<file path="config.mk">
export PLATFORM = sky130hd
export DESIGN_NAME = hud_digit_writer_flat
export DESIGN_NICKNAME = d
export VERILOG_FILES = /design/src/rtl/hud_digit_writer_if.sv /design/src/rtl/hud_digit_writer.sv /design/src/flat_wrapper.sv
export SDC_FILE = /design/constraint.sdc
export NUM_CORES = 1
export LEC_CHECK = 0
export BUFFER_PORTS_ARGS = -buffer_cell sky130_fd_sc_hd__buf_2
export CORE_MARGIN = 2
export CORE_UTILIZATION = 29
export DETAILED_ROUTE_END_ITERATION = 10
export MAX_ROUTING_LAYER = met4
export SLEW_MARGIN = 10
export SYNTH_ARGS = -nofsm -noshare
export SYNTH_HDL_FRONTEND = slang
export SYNTH_SLANG_ARGS = --single-unit
</file>
<file path="constraint.sdc">
create_clock -name clk -period 3.9 [get_ports clk]
set_clock_uncertainty 0.1 [all_clocks]
set_input_delay 0.78 -clock clk [delete_from_list [all_inputs] [get_ports clk]]
set_output_delay 0.78 -clock clk [all_outputs]
set_load 0.03 [all_outputs]
</file>
<file path="src/rtl/hud_digit_writer_if.sv">
// Handshake and data bundle between a HUD refresh requester and hud_digit_writer.
interface hud_digit_writer_if;
    logic        start;
    logic [5:0]  field_en;
    logic [13:0] val0;
    logic [6:0]  val1;
    logic [6:0]  val2;
    logic [6:0]  val3;
    logic [6:0]  val4;
    logic [6:0]  val5;
    logic        write;
    logic [3:0]  num;
    logic [3:0]  blob;
    logic        busy;
    logic        done;

    modport master (
        output start, field_en, val0, val1, val2, val3, val4, val5,
        input  write, num, blob, busy, done
    );

    modport slave (
        input  start, field_en, val0, val1, val2, val3, val4, val5,
        output write, num, blob, busy, done
    );
endinterface

</file>
<file path="src/rtl/hud_digit_writer.sv">
// Converts six binary HUD fields to BCD (serial double-dabble) and streams the
// digits, most significant first, into a 14-slot digit store.
module hud_digit_writer #(
    parameter bit         LEAD_BLANK = 1'b0,
    parameter logic [3:0] BLANK_CODE = 4'hF
) (
    input logic               clk,
    input logic               rst_n,
    hud_digit_writer_if.slave bus
);
    typedef enum logic [2:0] {StIdle, StScan, StConv, StEmit, StFin} state_t;

    state_t            state_q, state_d;
    logic [2:0]        fld_q, fld_d;
    logic [3:0]        cnt_q, cnt_d;
    logic [1:0]        emit_q, emit_d;
    logic              seen_q, seen_d;
    logic [5:0]        en_q, en_d;
    logic [13:0]       v0_q, v0_d;
    logic [4:0][6:0]   vk_q, vk_d;
    logic [13:0]       bin_q, bin_d;
    logic [15:0]       bcd_q, bcd_d;
    logic              write_q, write_d;
    logic [3:0]        num_q, num_d;
    logic [3:0]        blob_q, blob_d;

    logic [13:0]       sat0;
    logic [4:0][6:0]   satk;
    logic [6:0]        vk_sel;
    logic              field_zero;
    logic [1:0]        ndig_last;
    logic [3:0]        last_bit;
    logic [13:0]       load_bin;
    logic [3:0]        blob_base;
    logic [11:0]       adj;
    logic [15:0]       step_bcd;
    logic [13:0]       step_bin;

    logic              do_emit, emit_first;
    logic [15:0]       emit_src;
    logic [1:0]        emit_sel;
    logic [3:0]        digit;
    logic              seen_prev, blank;

    // Input saturation and per-field parameters for the field under scan.
    always_comb begin
        sat0 = (bus.val0 > 14'd9999) ? 14'd9999 : bus.val0;
        satk[0] = (bus.val1 > 7'd99) ? 7'd99 : bus.val1;
        satk[1] = (bus.val2 > 7'd99) ? 7'd99 : bus.val2;
        satk[2] = (bus.val3 > 7'd99) ? 7'd99 : bus.val3;
        satk[3] = (bus.val4 > 7'd99) ? 7'd99 : bus.val4;
        satk[4] = (bus.val5 > 7'd99) ? 7'd99 : bus.val5;
        unique case (fld_q)
            3'd1:    vk_sel = vk_q[0];
            3'd2:    vk_sel = vk_q[1];
            3'd3:    vk_sel = vk_q[2];
            3'd4:    vk_sel = vk_q[3];
            default: vk_sel = vk_q[4];
        endcase
        field_zero = (fld_q == 3'd0);
        ndig_last  = field_zero ? 2'd3 : 2'd1;
        last_bit   = field_zero ? 4'd13 : 4'd6;
        // Two-digit fields are left-aligned so the same MSB-first shifter serves all.
        load_bin   = field_zero ? v0_q : {vk_sel, 7'd0};
        blob_base  = field_zero ? 4'd0 : ({fld_q, 1'b0} + 4'd2);
    end

    // One double-dabble step. The thousands nibble never needs correction since
    // saturated inputs keep it at 4 or less before every shift.
    always_comb begin
        adj = bcd_q[11:0];
        for (int i = 0; i < 3; i++) begin
            if (adj[4*i +: 4] >= 4'd5) adj[4*i +: 4] = adj[4*i +: 4] + 4'd3;
        end
        step_bcd = {bcd_q[14:12], adj, bin_q[13]};
        step_bin = {bin_q[12:0], 1'b0};
    end

    // Next-state, datapath and write-strobe decode.
    always_comb begin
        state_d    = state_q;
        fld_d      = fld_q;
        cnt_d      = cnt_q;
        emit_d     = emit_q;
        seen_d     = seen_q;
        en_d       = en_q;
        v0_d       = v0_q;
        vk_d       = vk_q;
        bin_d      = bin_q;
        bcd_d      = bcd_q;
        write_d    = 1'b0;
        num_d      = num_q;
        blob_d     = blob_q;
        do_emit    = 1'b0;
        emit_first = 1'b0;
        emit_src   = bcd_q;
        emit_sel   = 2'd0;

        unique case (state_q)
            StIdle, StFin: begin
                state_d = StIdle;
                if (bus.start) begin
                    en_d    = bus.field_en;
                    v0_d    = sat0;
                    vk_d    = satk;
                    fld_d   = 3'd0;
                    state_d = StScan;
                end
            end
            StScan: begin
                if (en_q[fld_q]) begin
                    bin_d   = load_bin;
                    bcd_d   = 16'd0;
                    cnt_d   = 4'd0;
                    state_d = StConv;
                end else if (fld_q == 3'd5) begin
                    state_d = StFin;
                end else begin
                    fld_d = fld_q + 3'd1;
                end
            end
            StConv: begin
                bin_d = step_bin;
                bcd_d = step_bcd;
                cnt_d = cnt_q + 4'd1;
                if (cnt_q == last_bit) begin
                    // First digit goes out on the same edge the conversion completes.
                    state_d    = StEmit;
                    emit_d     = 2'd0;
                    do_emit    = 1'b1;
                    emit_first = 1'b1;
                    emit_src   = step_bcd;
                    emit_sel   = ndig_last;
                end
            end
            StEmit: begin
                if (emit_q == ndig_last) begin
                    if (fld_q == 3'd5) begin
                        state_d = StFin;
                    end else begin
                        fld_d   = fld_q + 3'd1;
                        state_d = StScan;
                    end
                end else begin
                    emit_d   = emit_q + 2'd1;
                    do_emit  = 1'b1;
                    emit_sel = ndig_last - emit_q - 2'd1;
                end
            end
            default: state_d = StIdle;
        endcase

        digit     = emit_src[{emit_sel, 2'b00} +: 4];
        seen_prev = emit_first ? 1'b0 : seen_q;
        blank     = LEAD_BLANK && !seen_prev && (digit == 4'd0) && (emit_sel != 2'd0);
        if (do_emit) begin
            write_d = 1'b1;
            num_d   = blank ? BLANK_CODE : digit;
            blob_d  = blob_base + {2'b00, ndig_last - emit_sel};
            seen_d  = seen_prev | (digit != 4'd0);
        end
    end

    // State, latched inputs and registered write port.
    always_ff @(posedge clk or negedge rst_n) begin
        if (!rst_n) begin
            state_q <= StIdle;
            fld_q   <= 3'd0;
            cnt_q   <= 4'd0;
            emit_q  <= 2'd0;
            seen_q  <= 1'b0;
            en_q    <= 6'd0;
            v0_q    <= 14'd0;
            vk_q    <= '0;
            bin_q   <= 14'd0;
            bcd_q   <= 16'd0;
            write_q <= 1'b0;
            num_q   <= 4'd0;
            blob_q  <= 4'd0;
        end else begin
            state_q <= state_d;
            fld_q   <= fld_d;
            cnt_q   <= cnt_d;
            emit_q  <= emit_d;
            seen_q  <= seen_d;
            en_q    <= en_d;
            v0_q    <= v0_d;
            vk_q    <= vk_d;
            bin_q   <= bin_d;
            bcd_q   <= bcd_d;
            write_q <= write_d;
            num_q   <= num_d;
            blob_q  <= blob_d;
        end
    end

    assign bus.write = write_q;
    assign bus.num   = num_q;
    assign bus.blob  = blob_q;
    assign bus.busy  = (state_q == StScan) || (state_q == StConv) || (state_q == StEmit);
    assign bus.done  = (state_q == StFin);
endmodule

</file>
<file path="src/flat_wrapper.sv">
// flat-port wrapper written by rule: the top's interface ports become plain ports
module hud_digit_writer_flat 
#(
    parameter bit         LEAD_BLANK = 1'b0,
    parameter logic [3:0] BLANK_CODE = 4'hF
)
  (clk, rst_n, bus_start, bus_field_en, bus_val0, bus_val1, bus_val2, bus_val3, bus_val4, bus_val5, bus_write, bus_num, bus_blob, bus_busy, bus_done);
  hud_digit_writer_if bus_i ();
  input logic clk;
  input logic rst_n;
  input wire logic [$bits(bus_i.start)-1:0] bus_start;
  input wire logic [$bits(bus_i.field_en)-1:0] bus_field_en;
  input wire logic [$bits(bus_i.val0)-1:0] bus_val0;
  input wire logic [$bits(bus_i.val1)-1:0] bus_val1;
  input wire logic [$bits(bus_i.val2)-1:0] bus_val2;
  input wire logic [$bits(bus_i.val3)-1:0] bus_val3;
  input wire logic [$bits(bus_i.val4)-1:0] bus_val4;
  input wire logic [$bits(bus_i.val5)-1:0] bus_val5;
  output wire logic [$bits(bus_i.write)-1:0] bus_write;
  output wire logic [$bits(bus_i.num)-1:0] bus_num;
  output wire logic [$bits(bus_i.blob)-1:0] bus_blob;
  output wire logic [$bits(bus_i.busy)-1:0] bus_busy;
  output wire logic [$bits(bus_i.done)-1:0] bus_done;
  assign bus_i.start = bus_start;
  assign bus_i.field_en = bus_field_en;
  assign bus_i.val0 = bus_val0;
  assign bus_i.val1 = bus_val1;
  assign bus_i.val2 = bus_val2;
  assign bus_i.val3 = bus_val3;
  assign bus_i.val4 = bus_val4;
  assign bus_i.val5 = bus_val5;
  assign bus_write = bus_i.write;
  assign bus_num = bus_i.num;
  assign bus_blob = bus_i.blob;
  assign bus_busy = bus_i.busy;
  assign bus_done = bus_i.done;
  hud_digit_writer #(.LEAD_BLANK(LEAD_BLANK), .BLANK_CODE(BLANK_CODE)) u_core (.clk(clk), .rst_n(rst_n), .bus(bus_i));
endmodule
</file>
==> metrics.md, run 1 <==
| Metric | Value |
|---|---|
| Final setup margin | `906 ps` |
| Yosys warns | `0` |
| Clock network power share | `18.2%` |
| Rows | `between 40 and 50` |
| Min-Delay Path Class | `input port to async pin` |
| Initial DRC count | `311` |
| First drt pass iteration count | `5` |
| Power share of the combinational group | `43.5%` |
| Die height | `141 µm` |
| Sw frac | `41.4%` |
| CP arrival | `between 3000 and 4000 ps` |
| Placed Area | `5970 µm²` |
| Total Wirelength | `13600 µm` |
| WP data required | `4040 ps` |
| Area delta synth->final | `15.7%` |
| WP buf/inv | `2` |
| Placed cells | `849` |
| Outcome | `finished clean` |
| Endpoints failing setup | `0` |
| Non-Filler Instances | `865` |
| PwrDens | `814 nW/µm²` |
| Worst Tran Pin Value | `around 850 ps` |
| Layout cells sized above 1 | `16.2%` |
| Via count | `4453` |
| Hold WS | `between 300 and 400 ps` |
| Clock Latency Late Sink | `350 ps` |
| Sequential power share | `38.2%` |
| Synthesized instance count | `579` |
| Synthesized net count | `654` |
| DRC viols | `0` |
| Avg Cell Area, Syn | `just over 9 µm²` |
| Final Hold Fails | `0` |
| CP max stage delay | `510 ps` |
| PortBufs | `68` |
| Vias in the first global route | `4297` |
| Register area share after synthesis | `49.0%` |
| Grt ovf | `0` |
| CTS Sinks | `about 110` |
| Max clock buf depth | `2` |
| Fin area | `around 6300 µm²` |
| Vias per std cell | `around 5.1` |
| Number of fill cells in the layout | `1887` |
| Asr flop ratio synth | `100%` |
| Initial antenna violation count | `2` |
| Cell Int Power | `2.99 mW` |
| CTS tree | `yes` |
| Setup TNS | `0 ps` |
| Crit share post-route | `76.8%` |
| Post-route minimum period | `between 2000 and 3000 ps` |
| Net switching power | `about 2.1 mW` |
| Total power | `5.10 mW` |
| ANT nets after route | `0` |
| CP Max Fanout | `9` |
| PostCTS Resize Cnt | `0` |
| Placed wire-length estimate | `9710 µm` |
| R2R Setup Slk | `910 ps` |
| CP Capture Type | `flip-flop` |
| Slowest CP cell | `dfrtp_1` |
| Slew Limit Fails | `0` |
| Worst r2r path cells | `13` |
| Startpoint types | `flip-flop` |
| Critical path cell sequence | `inv_1, ha_1, nor2b_1, xnor2_1, inv_1, ha_1, nand3_1, o21ai_0, a22o_1, ha_1, ha_1, xor2_1, mux2_2` |
| Post-synth EDFFs | `0` |
| Die W | `141 µm` |
| Die area | `19800 µm²` |
| Nets | `706` |
| Peak supply drop | `0.267 mV` |
| Static Leakage | `2.84 nW` |
| CP Class | `flip-flop to flip-flop` |
| Post-Syn Area | `5420 µm²` |
| Largest net degree at the start of global routing | `64` |
| GPL Wtd Cong | `0.787` |
| RSZ-0062 raised after global routing | `false` |
| Clk slew on worst S/H paths | `70 ps` |
| CP delay by family, top | `adder cells` |
| Core ar. | `18100 µm²` |
| Final core occ | `between 30% and 40%` |
| Post-synthesis sequential element count | `106` |
| CTS root buffer | `clkbuf_16` |
| Initial Util | `29.8%` |
| Max-slew headroom | `between 40% and 50%` |
| First-pass GRT wire length | `22600 µm` |
| Achievable Freq | `334 MHz` |
| Cell mode on critical path | `ha_1` |
| H-tree levels | `3` |
| Synth cell types | `54` |
| Post-CTS Setup Repair Bufs | `0` |
| Post-DR wirelength/cell | `15.7 µm` |
| Stages on worst setup path | `13` |
| # IOs | `69` |
| Post-Place Setup Slack | `934 ps` |
| Maxcap violations | `0` |
| Num CTS Buffers | `9` |
| All-Layer GR Usage | `14.7%` |
| Hold buffer count at cts | `0` |
| Top_reg_cell synth | `dfrtp_1` |
cell type report:
type,count,area (µm²),area share [%]
flip-flops and latches,106,2650,42.3
diodes,2,5.00,0.0798
repair buffers,77,423,6.75
multi-input cells,421,2550,40.6
clock buffers,12,256,4.09
inverters,16,60.1,0.958
clock inverters,2,37.5,0.599
well taps,229,287,4.57
per-layer routing:
layer / GRT usage, % / vias to the layer above / share of wire [%]
li1: - / 2181 / -
met5: - / - / 0
met3: 3.77 / 17 / 5.3
met4: 3.47 / 0 / 1.4
met1: 19.6 / 2143 / 47
met2: 22.5 / 112 / 47
logic make-up (layout without fill, tap and decap cells):
logic type	Yosys count	in the layout	synth area share [%]
and+or+nand+nor	242	242	20.7
adders and majority gates	17	17	3.93
other	0	2	0
xor gates and xnor gates	5	5	0.808
buffers and inverters	52	107	4.02
DFF	106	106	49.0
muxes	11	11	2.38
AOI/OAI and AO/OA	146	146	19.2
synth_stat cells (7+ instances only):
library cell | count | area, µm²
inv_1 | 16 | 60.1
nor2_1 | 30 | 113
and2_1 | 7 | 43.8
nand2_1 | 107 | 402
nand2b_1 | 8 | 50.1
nand3_1 | 44 | 220
a21oi_1 | 23 | 115
dfrtp_1 | 106 | 2650
nor3_1 | 16 | 80.1
o21ai_0 | 43 | 215
a221o_1 | 12 | 120
ha_1 | 17 | 213
clkbuf_1 | 22 | 82.6
o22a_1 | 17 | 149
a22oi_1 | 8 | 60.1
worst paths after layout:
check	end	from
min in group clk	u_core.vk_q[10]	u_core.vk_q[10]
max in group asynchronous	u_core.bcd_q[3]	rst_n
hold / removal	u_core.bus.write	rst_n
hold reg to reg	u_core.vk_q[10]	u_core.vk_q[10]
setup reg to reg	u_core.bus.blob[3]	u_core.fld_q[0]
setup / recovery	u_core.bus.blob[3]	u_core.fld_q[0]
placed cells by master (no fill, tap or decap), types with 4 or more instances in the layout:
cell type  count
a2111oi_0      4
a211oi_1       5
a21oi_1       23
a221o_1       12
a221oi_1       5
a22o_1         6
a22oi_1        8
and2_1         6
buf_2         67
buf_4          9
clkbuf_16      9
dfrtp_1      106
ha_1          17
inv_1         16
mux2_2         5
mux2i_1        5
nand2_1      107
nand2b_1       8
nand3_1       44
nand3b_1       6
nor2_1        30
nor2b_1        4
nor3_1        16
nor3b_1        5
o21ai_0       43
o22a_1        17
o31ai_1        4
or3_1          5
xnor2_1        4
flip-flops by register name, summed over array words and instances (netlist names):
register,cells
u_core.cnt_q,4
u_core.emit_q,2
u_core.bus.num,4
u_core.en_q,6
u_core.fld_q,3
u_core.bus.write,1
u_core.bcd_q,16
u_core.bus.blob,4
u_core.v0_q,14
u_core.vk_q,35
u_core.state_q,3
u_core.bin_q,14
power groups by stage:
stage               clock [mW]  sequential [mW]  combinational, mW
detailed placement           0             1.97               2.24
global placement             0             1.96               2.20
finish                   0.929             1.95               2.22
CTS                      0.955             1.95               2.25
global route             0.997             2.02               2.52
floorplan                    0             1.90               1.68
(Power assumes the default switching activity.)
==> run 2, diff against run 1 <==
clock period = 3 ns   (was 3.9 ns; I/O delays follow)
==> run 2 against run 1 <==
Global-route usage increased by 0.47 points. Non-clock buffer count grew 11. Via count rose by 0.47%. First-iteration DRC count shrank 2.3%. Flip-flop and latch count unchanged. Wire length is 2.7% higher. Clock power rose by 39%. Combinational power rose by 37%. Die area unchanged. Critical path type unchanged. Largest cell class unchanged.
==> metrics.md, run 2 (synthesized netlist as in run 1, its figures left out) <==
| Metric | Value |
|---|---|
| Outcome | `finished clean (unchanged)` |
| Grt ovf | `0 (unchanged)` |
| # IOs | `69 (unchanged)` |
| Total Wirelength | `13900 µm (was 13600 µm)` |
| Startpoint types | `flip-flop (unchanged)` |
| RSZ-0062 raised after global routing | `false (unchanged)` |
| Die height | `141 µm (unchanged)` |
| Endpoints failing setup | `0 (unchanged)` |
| Largest net degree at the start of global routing | `47 (was 64)` |
| Setup TNS | `0 ps (unchanged)` |
| Max clock buf depth | `2 (unchanged)` |
| Die area | `19800 µm² (unchanged)` |
| Worst Tran Pin Value | `619 ps (was 847 ps)` |
| CP Max Fanout | `6 (was 9)` |
| Max reg flops | `35 (unchanged)` |
| All-Layer GR Usage | `15.2% (was 14.7%)` |
| CTS Sinks | `106 (unchanged)` |
| H-tree levels | `3 (unchanged)` |
| Nets | `717 (was 706)` |
| CP Class | `flip-flop to flip-flop (unchanged)` |
| Most frequent cells in the layout | `nand2_1, dfrtp_1, buf_2 (unchanged)` |
| Number of fill cells in the layout | `1855 (was 1887)` |
| Max-slew headroom | `58.7% (was 43.5%)` |
| WP data required | `3150 ps (was 4040 ps)` |
| CTS root buffer | `clkbuf_16 (unchanged)` |
| Post-DR wirelength/cell | `15.8 µm (was 15.7 µm)` |
| PortBufs | `68 (unchanged)` |
| Biggest register | `u_core.vk_q (unchanged)` |
| CP arrival | `2940 ps (was 3140 ps)` |
| Clock Latency Late Sink | `360 ps (was 350 ps)` |
| Top flop regs | `u_core.vk_q x35, u_core.bcd_q x16 (unchanged)` |
| Clk slew on worst S/H paths | `80 ps (was 70 ps)` |
| Vias per std cell | `5.09 (was 5.15)` |
| Fin area | `6380 µm² (was 6270 µm²)` |
| Post-route minimum period | `2790 ps (was 2990 ps)` |
| Peak supply drop | `0.400 mV (was 0.267 mV)` |
| First drt pass iteration count | `5 (unchanged)` |
| Die W | `141 µm (unchanged)` |
| Initial DRC count | `304 (was 311)` |
| Slew Limit Fails | `0 (unchanged)` |
| Placed wire-length estimate | `10100 µm (was 9710 µm)` |
| PwrDens | `1070 nW/µm² (was 814 nW/µm²)` |
| Via count | `4474 (was 4453)` |
| Vias in the first global route | `4461 (was 4297)` |
| CP Capture Type | `flip-flop (unchanged)` |
| Core ar. | `18100 µm² (unchanged)` |
| Achievable Freq | `358 MHz (was 334 MHz)` |
| Layout cells sized above 1 | `18.5% (was 16.2%)` |
| Placed Area | `6050 µm² (was 5970 µm²)` |
| Commonest non-fill, non-tap cell in the layout | `nand2_1 (unchanged)` |
| Rows | `49 (unchanged)` |
| Post-CTS Setup Repair Bufs | `0 (unchanged)` |
| Min-Delay Path Class | `input port to async pin (unchanged)` |
| Initial antenna violation count | `3 (was 2)` |
| Static Leakage | `2.91 nW (was 2.84 nW)` |
| First-pass GRT wire length | `23100 µm (was 22600 µm)` |
| DRC viols | `0 (unchanged)` |
| Crit share post-route | `93.1% (was 76.8%)` |
| Initial Util | `29.8% (unchanged)` |
| ANT nets after route | `0 (unchanged)` |
| Area of the multi-input gates | `2560 µm² (was 2550 µm²)` |
| Area delta synth->final | `17.7% (was 15.7%)` |
| Register area | `2650 µm² (about the same)` |
| Num CTS Buffers | `9 (unchanged)` |
| CTS tree | `yes (unchanged)` |
| GPL Wtd Cong | `0.817 (was 0.787)` |
| PostCTS Resize Cnt | `0 (unchanged)` |
| Hold buffer count at cts | `0 (unchanged)` |
| Final Hold Fails | `0 (unchanged)` |
| Maxcap violations | `0 (unchanged)` |
## run 2: path summary, 6_finish.rpt
| kind | from | end | slack (ps) | cells past startpoint |
|---|---|---|---|---|
| hold / removal | rst_n | u_core.bus.blob[3] | 150 | 1 |
| setup reg to reg | u_core.fld_q[1] | u_core.bus.blob[3] | 210 | 13 |
| max in group asynchronous | rst_n | u_core.bin_q[1] | 1880 | 2 |
| setup / recovery | u_core.fld_q[1] | u_core.bus.blob[3] | 210 | 13 |
| min in group clk | bus_field_en[3] | u_core.en_q[3] | 330 | 3 |
| hold reg to reg | u_core.vk_q[3] | u_core.vk_q[3] | 370 | 2 |
## run 2: power by group
group          total, mW  switching (mW)  internal (mW)
sequential          2.50           0.453           2.05
combinational       3.04            1.81           1.23
clock               1.29           0.551          0.735
## run 2: cell type report
cell class              instances  area share (%)
clock inverters                 6            1.41
inverters                      16           0.942
clock buffers                  10            3.59
multi-input cells             421            40.1
flip-flops and latches        106            41.6
diodes                          3           0.118
repair buffers                 88            7.73
well taps                     229            4.49
## run 2: critical path, cell delays in order, from the launching register on
cell and delay [ps]:
dfrtp_1 440, inv_2 110, ha_1 160, nor2b_1 250
xnor2_2 150, inv_1 80, ha_2 210, nand3_1 60
o21ai_0 80, a22o_1 240, ha_1 200, ha_1 180
xor2_1 150, mux2_2 260
## run 2: per-layer routing
metal	vias to the layer above	GRT usage [%]	part of all wire (%)
met3	15	3.57	4.9
met4	0	4.74	1.4
met2	109	23.3	47
li1	2205	-	-
met1	2145	20.0	47
met5	-	-	0
## run 2: through the flow
stage	std cells	hold WS, ps	utilization, %	total power [mW]	worst slack [ps]
finish	879	153	35.1	6.83	208
global route	879	197	35.1	7.41	6.29
CTS	876	168	35.1	6.89	211
detailed placement	860	357	33.3	5.58	234
global placement	860	350	33.3	5.53	260
floorplan	579	204	-	4.70	21.9
